## src/rtl/store_buf_pkg.sv

```systemverilog
// Shared types and helpers for the store buffer: RISC-V store/load size
// encodings, the buffered entry layout and the access-size decode.
package store_buf_pkg;

  localparam int SB_DATA_WIDTH = 32;

  // Store sizes (funct3 of sb/sh/sw)
  localparam logic [2:0] F3_SB  = 3'b000;
  localparam logic [2:0] F3_SH  = 3'b001;
  localparam logic [2:0] F3_SW  = 3'b010;

  // Load sizes (funct3 of lb/lh/lw/lbu/lhu)
  localparam logic [2:0] F3_LB  = 3'b000;
  localparam logic [2:0] F3_LH  = 3'b001;
  localparam logic [2:0] F3_LW  = 3'b010;
  localparam logic [2:0] F3_LBU = 3'b100;
  localparam logic [2:0] F3_LHU = 3'b101;

  typedef struct packed {
    logic [SB_DATA_WIDTH-1:0] addr;
    logic [SB_DATA_WIDTH-1:0] data;
    logic [2:0]               funct3;
  } sb_entry_t;

  // Access size in bytes; signed/unsigned load variants share the store sizes.
  function automatic logic [2:0] size_bytes(input logic [2:0] funct3);
    case (funct3)
      F3_LB, F3_LBU: return 3'd1;
      F3_LH, F3_LHU: return 3'd2;
      default:       return 3'd4;
    endcase
  endfunction

  // Only sb, sh and sw are real stores worth buffering.
  function automatic logic is_store_f3(input logic [2:0] funct3);
    return (funct3 == F3_SB) || (funct3 == F3_SH) || (funct3 == F3_SW);
  endfunction

endpackage

```

## src/rtl/store_buffer_span_overlap.sv

```systemverilog
// Word-granular overlap test between two byte accesses. Each access covers
// at most two consecutive words, so comparing first/last word indices
// pairwise is exact and stays correct across address wrap-around.
module span_overlap
  import store_buf_pkg::*;
#(
  parameter int DATA_WIDTH = 32
) (
  input  logic [DATA_WIDTH-1:0] a_addr,
  input  logic [2:0]            a_funct3,
  input  logic [DATA_WIDTH-1:0] b_addr,
  input  logic [2:0]            b_funct3,
  output logic                  overlap
);

  localparam int WW = DATA_WIDTH - 2;

  logic [2:0]    a_end_off, b_end_off;
  logic          a_cross, b_cross;
  logic [WW-1:0] a_first, a_last, b_first, b_last;

  // Offset of the last byte inside the first word; above 3 means the access
  // spills into the next word.
  assign a_end_off = {1'b0, a_addr[1:0]} + (size_bytes(a_funct3) - 3'd1);
  assign b_end_off = {1'b0, b_addr[1:0]} + (size_bytes(b_funct3) - 3'd1);
  assign a_cross   = (a_end_off > 3'd3);
  assign b_cross   = (b_end_off > 3'd3);

  assign a_first = a_addr[DATA_WIDTH-1:2];
  assign b_first = b_addr[DATA_WIDTH-1:2];
  assign a_last  = a_first + WW'(a_cross);
  assign b_last  = b_first + WW'(b_cross);

  assign overlap = (a_first == b_first) || (a_first == b_last) ||
                   (a_last  == b_first) || (a_last  == b_last);

endmodule

```

## src/rtl/store_buffer.sv

```systemverilog
// Posted-write store buffer between the MEM stage and the data memory.
// Stores are queued in order and drained one per cycle from the head entry;
// loads overlapping any pending store raise ld_hazard.
// Optional macro STORE_BUF_FWD_EN adds word store-to-load forwarding
// (ld_fwd_valid / ld_fwd_data) for an lw fully covered by the youngest
// overlapping sw.
module store_buffer
  import store_buf_pkg::*;
#(
  parameter int DATA_WIDTH = SB_DATA_WIDTH,
  parameter int DEPTH      = 4
) (
  input  logic                  clk,
  input  logic                  rst_n,
  input  logic                  st_valid,
  output logic                  st_ready,
  input  logic [DATA_WIDTH-1:0] st_addr,
  input  logic [DATA_WIDTH-1:0] st_data,
  input  logic [2:0]            st_funct3,
  output logic                  mem_wen,
  output logic [DATA_WIDTH-1:0] mem_addr,
  output logic [DATA_WIDTH-1:0] mem_wdata,
  output logic [2:0]            mem_funct3,
  input  logic                  mem_ready,
  input  logic                  ld_valid,
  input  logic [DATA_WIDTH-1:0] ld_addr,
  input  logic [2:0]            ld_funct3,
  output logic                  ld_hazard,
  output logic                  empty
`ifdef STORE_BUF_FWD_EN
  ,
  output logic                  ld_fwd_valid,
  output logic [DATA_WIDTH-1:0] ld_fwd_data
`endif
);

  localparam int               PTR_W      = $clog2(DEPTH);
  localparam logic [PTR_W:0]   FULL_COUNT = (PTR_W + 1)'(DEPTH);

  sb_entry_t          entries [DEPTH];
  logic [DEPTH-1:0]   valid_q;
  logic [PTR_W-1:0]   head, tail;
  logic [PTR_W:0]     count;

  logic               push, enq, pop;
  logic [DEPTH-1:0]   overlap_vec, hit;
  logic               any_hit;

  // Handshake: a full buffer refuses stores even while it is draining.
  assign st_ready = (count != FULL_COUNT);
  assign push     = st_valid && st_ready;
  assign enq      = push && is_store_f3(st_funct3);
  assign empty    = (count == '0);
  assign mem_wen  = !empty && mem_ready;
  assign pop      = mem_wen;

  assign mem_addr   = empty ? '0 : entries[head].addr;
  assign mem_wdata  = empty ? '0 : entries[head].data;
  assign mem_funct3 = empty ? '0 : entries[head].funct3;

  // Entry payload write at the tail.
  // NOTE: payload storage has no reset; valid_q and count gate every read,
  // so only the control state needs clearing.
  always_ff @(posedge clk) begin
    if (enq) entries[tail] <= '{addr: st_addr, data: st_data, funct3: st_funct3};
  end

  // Pointer, occupancy and valid-bit bookkeeping.
  // NOTE: sequential state uses non-blocking assignments so every update
  // reads the pre-edge values of head/tail/count.
  always_ff @(posedge clk or negedge rst_n) begin
    if (!rst_n) begin
      head    <= '0;
      tail    <= '0;
      count   <= '0;
      valid_q <= '0;
    end else begin
      if (pop) begin
        head          <= head + 1'b1;
        valid_q[head] <= 1'b0;
      end
      if (enq) begin
        tail          <= tail + 1'b1;
        valid_q[tail] <= 1'b1;
      end
      case ({enq, pop})
        2'b10:   count <= count + 1'b1;
        2'b01:   count <= count - 1'b1;
        default: count <= count;
      endcase
    end
  end

  // One overlap comparator per entry against the current load.
  for (genvar i = 0; i < DEPTH; i++) begin : g_cmp
    span_overlap #(.DATA_WIDTH(DATA_WIDTH)) u_span_overlap (
      .a_addr   (entries[i].addr),
      .a_funct3 (entries[i].funct3),
      .b_addr   (ld_addr),
      .b_funct3 (ld_funct3),
      .overlap  (overlap_vec[i])
    );
  end

  assign hit     = valid_q & overlap_vec;
  assign any_hit = |hit;

`ifdef STORE_BUF_FWD_EN
  logic [PTR_W-1:0] young_idx;
  logic             fwd_ok;

  // Find the youngest overlapping entry by walking from head (oldest) forward.
  // NOTE: defaults first keep this block free of inferred latches.
  always_comb begin
    logic [PTR_W-1:0] idx;
    idx       = '0;
    young_idx = head;
    for (int k = 0; k < DEPTH; k++) begin
      idx = head + PTR_W'(k);
      if (hit[idx]) young_idx = idx;
    end
  end

  // An aligned lw fully covered by an aligned sw to the same word can take
  // the store data directly; the sw overwrites every byte of that word.
  assign fwd_ok = any_hit &&
                  (entries[young_idx].funct3 == F3_SW) &&
                  (entries[young_idx].addr[1:0] == 2'b00) &&
                  (entries[young_idx].addr[DATA_WIDTH-1:2] == ld_addr[DATA_WIDTH-1:2]) &&
                  (ld_funct3 == F3_LW) &&
                  (ld_addr[1:0] == 2'b00);

  assign ld_fwd_valid = ld_valid && fwd_ok;
  assign ld_fwd_data  = ld_fwd_valid ? entries[young_idx].data : '0;
  assign ld_hazard    = ld_valid && any_hit && !fwd_ok;
`else
  assign ld_hazard    = ld_valid && any_hit;
`endif

endmodule

```

## config.mk

```make
export PLATFORM = sky130hd
export DESIGN_NAME = store_buffer
export DESIGN_NICKNAME = d
export VERILOG_FILES = /design/src/rtl/store_buf_pkg.sv /design/src/rtl/store_buffer_span_overlap.sv /design/src/rtl/store_buffer.sv
export SDC_FILE = /design/constraint.sdc
export NUM_CORES = 1
export LEC_CHECK = 0
export BUFFER_PORTS_ARGS = -buffer_cell sky130_fd_sc_hd__buf_2
export CORE_ASPECT_RATIO = 2
export CORE_UTILIZATION = 50
export CTS_CLUSTER_DIAMETER = 80
export DETAILED_ROUTE_END_ITERATION = 12
export GPL_TIMING_DRIVEN = 0
export PLACE_DENSITY = 0.75
export REMOVE_ABC_BUFFERS = 1
export SLEW_MARGIN = 20
export SYNTH_ARGS = -nofsm -noshare
export SYNTH_HDL_FRONTEND = slang
export SYNTH_HIERARCHICAL = 1
export SYNTH_SLANG_ARGS = --single-unit
```

## constraint.sdc

```tcl
create_clock -name clk -period 5.55 [get_ports clk]
set_clock_uncertainty 0.1 [all_clocks]
set_input_delay 0.555 -clock clk [delete_from_list [all_inputs] [get_ports clk]]
set_output_delay 0.555 -clock clk [all_outputs]
set_load 0.02 [all_outputs]
```

Yosys cells after proc, flatten, opt, wreduce, memory -nomap -nowiden
Memory sizes are Yosys's and may differ from the RTL's. Cells that the tools add are included.

Flip-flop bits (word level): 11. RAM bits: 268. Input port bits: 107. Output and inout port bits: 71. Memories kept: 1.

Add/sub/neg operators: 19. Magnitude comparators: 9. Equal/unequal tests: 36. Multiplexer cells: 17. Bitwise operators: 4. Reductions and logical operators: 40.

Memories: entries (words 4, width 67, rd ports 5, clocked after memory_dff 0, wr ports 1, line store_buffer.sv:40) `sb_entry_t entries [DEPTH];`.

Operators with widths (count): == test 30 bit (16); adder 30 x 1 -> 30 bit (5); 2-to-1 mux 32 bit (2); one-hot mux 3 bit (2 select lines) (6); == test 3 bit (second input constant) (10); zero test 3 bit (7); OR reduction 2 bit (10); == test 3 x 1 -> 1 bit (second input constant) (6); subtractor 3 x 1 -> 3 bit (second input constant) (6); adder 2 x 3 -> 3 bit (5); > comparator 3 x 2 -> 1 bit (second input constant) (5); logical OR 1 bit (14); AND 4 bit (2); 2-to-1 mux 4 bit (2); logical AND 1 bit (6); less-than comparator 2 x 3 -> 1 bit (second input constant) (2); adder 2 x 1 -> 2 bit (second input constant) (2); demux 1 bit (select 2 bit) (2); greater-or-equal comparator 2 x 1 -> 1 bit (second input constant) (2); 2-to-1 mux 1 bit (4); NOT 4 bit (1); OR 4 bit (1); OR reduction 4 bit (1); adder 3 x 1 -> 3 bit (second input constant) (1); 7 further kinds (7).

Longest topological paths before layout
Depth in word-level cells: 14. Gate-level depth with buffers: 19. Gate-level depth less buffers: 18.

Modules after synthesis
The synthesis kept the hierarchy.

By module, submodules not included: store_buffer (instances 1, cells an instance 488, area each 10792.9 um^2, seq. area each 8323.0 um^2); span_overlap (g_cmp[0].u_span_overlap ...) (instances 3, cells an instance 384, area each 2632.5 um^2, seq. area each 0.0 um^2); span_overlap (g_cmp[1].u_span_overlap) (instances 1, cells an instance 381, area each 2572.5 um^2, seq. area each 0.0 um^2).

Worst setup path after synthesis
OpenSTA, ideal clock, no wires.

Path kind: input port to output port. From: input port ld_funct3[1]. To: output port ld_hazard. Arrival time: 4646 ps. Data required time: 4895 ps. Path slack: 249 ps. Stages: 19. Path buffers: 2. Cell sequence: nand2b_1 > ha_1 > a21oi_1 > o22ai_1 > xnor2_1 > ha_1 > ha_1 > buf_4 > and4_4 > and4_1 > buf_4 > a21oi_2 > or3_1 > a2111oi_2 > o2111ai_1 > or4_1 > o311ai_2 > a22oi_1 > a21boi_0.

Word-level cells in the longest chain between the ends: 14.

Ends and longest elaborated chain: from (decl) (line store_buffer.sv:27) `input logic [2:0] ld_funct3,`; == test 3 x 1 -> 1 bit, or another cell as far along (line store_buf_pkg.sv:27) `case (funct3)`; OR reduction 2 bit (line store_buf_pkg.sv:27); one-hot mux 3 bit (2 select lines) * (line store_buf_pkg.sv:27); subtractor 3 x 1 -> 3 bit * (line store_buffer_span_overlap.sv:25) `assign b_end_off = {1'b0, b_addr[1:0]} + (size_bytes(b_funct3) - 3'd1);`; adder 2 x 3 -> 3 bit * (line store_buffer_span_overlap.sv:25); > comparator 3 x 2 -> 1 bit * (line store_buffer_span_overlap.sv:27) `assign b_cross = (b_end_off > 3'd3);`; adder 30 x 1 -> 30 bit * (line store_buffer_span_overlap.sv:32) `assign b_last = b_first + WW'(b_cross);`; == test 30 bit (line store_buffer_span_overlap.sv:34) `assign overlap = (a_first == b_first) || (a_first == b_last) ||`; logical OR 1 bit (2 in series) (line store_buffer_span_overlap.sv:34); logical OR 1 bit * (line store_buffer_span_overlap.sv:35) `(a_last == b_first) || (a_last == b_last);`; net overlap_vec[1] (line store_buffer.sv:46) `logic [DEPTH-1:0] overlap_vec, hit;`; AND 4 bit * (line store_buffer.sv:105) `assign hit = valid_q & overlap_vec;`; OR reduction 4 bit * (line store_buffer.sv:106) `assign any_hit = |hit;`; logical AND 1 bit * (line store_buffer.sv:137) `assign ld_hazard = ld_valid && any_hit;`; to (decl) (line store_buffer.sv:28) `output logic ld_hazard,`.

Mark *: on every way through the listed nets, which the timed path passes. The rest lies on a longest branch.

==> qor.csv <==
stage,metric,value,unit
power_and_ir_drop,ir_drop,0.4878,mV
drt,drtPass1Iterations,5,
finish,final_area,24210,um2
finish,seqCellArea,8330,um2
drt,wire_per_inst,29.59,um
sta,timing.final.crit_share,105.9,%
sta,fmax,170.1,MHz
finish,fillers,3580,
worst_setup_path,crit_buf_inv,2,
placement,place_congestion,0.9831,
die,dieArea,43410,um2
run_status,violations,negative setup slack,
sta,setup_viol,1,
die,io_pins,178,
grt,grt_max_degree,75,
clocking,htree_levels,1,
job,cap_viol_max_count,0,
finish,layout.nets,2327,
power_and_ir_drop,p_seq_share,35.8,%
clocking,clk-insertion-delay-late,0.53,ns
die,start_util,50.73,%
worst_setup_path,critPathMaxFanout,4,
worst_setup_path,cp_cell_sequence,nand2b_4 -> ha_1 -> nand3b_1 -> o21ai_2 -> xnor2_2 -> ha_2 -> ha_4 -> nand3_4 -> buf_4 -> nor4_1 -> a31oi_1 -> o21ai_0 -> nand3_1 -> o41a_1 -> o311ai_4 -> a22oi_2 -> a21boi_2 -> buf_6,
worst_setup_path,crit_path_end_kind,output port,
power_and_ir_drop,powerDensity,320.7,nW/um2
grt,grt.total_usage,37.72,%
synthesis,yosys_warnings,6,
sta,slew_headroom,18.85,%
clocking,clockBufferDepth,3,
run_status,status,"finished, violations left",
placement,dpl.hpwl,58.61,mm
worst_setup_path,critPathTopFamily,compound AO/OA/AOI/OAI gates,
drt,wirelength,81.17,mm
grt,grt.overflow.total,0,
drt,drt_iter0_drc,1259,
power_and_ir_drop,clkPwrFrac,21.1,%
worst_setup_path,max_stage_delay,0.95,ns
worst_setup_path,critical_path_required,4.89,ns
synthesis,seq_area_frac_synth,39.14,%
synthesis,synth_area_per_cell,10.52,um2
power_and_ir_drop,intPower,0.004816,W
synthesis,synth-seq-cells,279,
power_and_ir_drop,total_leakage_power,8.256,nW
drt,drc,0,
sta,finalMaxSlewViolations,0,
die,die_y,293.6,um
hold_path,hold_path.class,input pin to flop,
finish,layout-drive-gt1-share,21.68,%
finish,layout_commonest_cell,edfxtp_1,
clocking,cts.sinks,279,
die,row_count,106,
clocking,cts_tree,built,
synthesis,syn_inst,2021,
placement,port_buffers,176,
power_and_ir_drop,p_sw_share,37.99,%
power_and_ir_drop,total_power,0.007766,W
sta,whs,0.1344,ns
placement,dpl_cell_area,22580,um2
drt,dr_total_vias,17958,
synthesis,synth_cell_types,85,
clocking,clock-root-buffer,clkbuf_16,
clocking,numCtsBuffers,23,
synthesis,synth_area,21260,um2
drt,ant_nets,0,
sta,worstMarginPinSlew,1.205,ns
grt,grt_first_pass_wirelength,116.9,mm
sta,period_needed,5.878,ns
finish,syn_to_final_growth,13.88,%
clocking,clk_pin_slew,0.07,ns
die,coreArea,41910,um2
sta,rsz0062_at_grt,yes,
synthesis,postSynth.asyncResetShare,3.943,%
sta,fin_ws,-0.3278,ns
synthesis,synth-main-ff-cell,edfxtp_1,
worst_setup_path,start_kind,flop,
die,die_width,147.8,um
worst_setup_path,cp.arrival,5.22,ns
drt,detail_route.vias_per_cell,6.547,
power_and_ir_drop,power.share.combinational,43.1,%
grt,antenna_found_initial,4,
grt,grt_pass1_vias,18252,
worst_setup_path,crit_path_top_delay_cell,o21ai_0,
sta,hold_violations,0,
synthesis,synth-edff-count,268,
finish,final_cell_mix,"edfxtp_1 (268), xor2_1 (220), xnor2_1 (199), buf_2 (175), nor2_1 (133)",
power_and_ir_drop,power.switching,0.002950,W
worst_setup_path,path_class,flop to output port,
finish,multiInputGateArea,12870,um2
==> final timing paths <==
check | from | endpoint | slack, ns | cells past startpoint
max reg2reg | count[0]$_DFFE_PN0P_ | count[2]$_DFFE_PN0P_ | 2.87 | 8
max | entries[1][1]$_DFFE_PP_ | ld_hazard | -0.33 | 18
min | st_data[29] | entries[0][32]$_DFFE_PP_ | 0.13 | 1
min reg2reg | count[2]$_DFFE_PN0P_ | count[2]$_DFFE_PN0P_ | 0.41 | 1
min in group asynchronous | rst_n | valid_q[2]$_DFF_PN0_ | 0.33 | 2
max in group asynchronous | rst_n | head[0]$_DFFE_PN0N_ | 4.79 | 2
==> state kept, by name (all words and copies together), names as in the netlist <==
signal / flops
tail: 2
entries: 268
count: 3
head: 2
valid_q: 4
==> power by group through the flow <==
stage	clock network [W]	logic (W)	registers, W
floorplan	0	0.00209	0.00285
global placement	0	0.00305	0.00302
detailed placement	0	0.00323	0.00282
CTS	0.00166	0.00329	0.00278
global route	0.00172	0.00355	0.00280
finish	0.00164	0.00334	0.00278
==> logic make-up after synthesis <==
logic type,share of synthesized area (%)
simple gates,23.47
xor+xnor,17.99
flops,39.14
compound gates,6.308
buf+inv,2.907
mux,8.138
fa+ha+maj,2.036
==> worst reg2reg max path, cell delays in order, from the launching register on <==
cell     delay [ns]
dfrtp_1        0.41
or3_4          0.63
and2_1         0.34
ha_1           0.24
inv_1          0.07
fa_1           0.37
xor2_1         0.15
nor2_1         0.12
xor2_1         0.17
==> layout make-up <==
type                            count  area share, %
Clock buffer                       25          2.408
Antenna cell                        3        0.03100
Inverter                           43         0.6666
Timing Repair Buffer              227          5.870
Clock inverter                     14         0.6666
Sequential cell                   279          34.40
Multi-Input combinational cell   1612          53.16
Tap cell                          540          2.790
==> stage by stage <==
step / TNS, ns / cells / worst slack, ns / utilization, %
2_1_floorplan: 0 / 1934 / 0.1814 / -
3_3_place_gp: -1.150 / 2650 / -0.8534 / 53.36
3_5_place_dp: -0.9509 / 2657 / -0.9509 / 53.87
4_1_cts: -0.1701 / 2721 / -0.1701 / 57.05
5_1_grt: -0.4450 / 2740 / -0.4450 / 57.76
6_report: -0.3278 / 2743 / -0.3278 / 57.78
==> cell usage after synthesis, types with 8 or more instances <==
library cell | n | share of area (%)
nand3_1 | 117 | 2.8
ha_1 | 33 | 1.9
nor3_1 | 70 | 1.6
a211oi_1 | 14 | 0.49
nand4_1 | 110 | 3.2
mux2i_1 | 12 | 0.56
o31ai_1 | 10 | 0.35
dfrtp_1 | 11 | 1.3
a31oi_1 | 16 | 0.47
inv_1 | 43 | 0.76
and2_1 | 84 | 2.5
buf_2 | 41 | 0.97
clkbuf_1 | 35 | 0.62
nor2b_1 | 8 | 0.24
nor2_1 | 137 | 2.4
and4_1 | 15 | 0.62
a21oi_1 | 33 | 0.78
o21ai_0 | 31 | 0.73
edfxtp_1 | 268 | 38
o22ai_1 | 8 | 0.24
nand2_1 | 126 | 2.2
mux2_2 | 9 | 0.48
nor4_1 | 44 | 1.3
mux4_2 | 67 | 7.1
nand3b_1 | 12 | 0.42
xor2_1 | 223 | 9.2
xnor2_1 | 203 | 8.4
and3_1 | 55 | 1.6
nand2b_1 | 11 | 0.32
==> repair_timing <==
action	in CTS	in global routing
setup endpoints to repair	1	1
resized for setup	79	25
setup buffers	24	19
hold endpoints to repair	11	0
hold buffers	1	0
pin swaps	24	30
==> routing by layer <==
| metal | global-route usage, % | vias to the layer above | routed length (um) |
|---|---|---|---|
| li1 | - | 7910 | - |
| met1 | 36.23 | 8788 | 25170 |
| met2 | 68.61 | 895 | 42320 |
| met3 | 7.845 | 361 | 5694 |
| met4 | 30.53 | 4 | 7964 |
| met5 | 0 | - | 27 |
(Power assumes the default switching activity.)
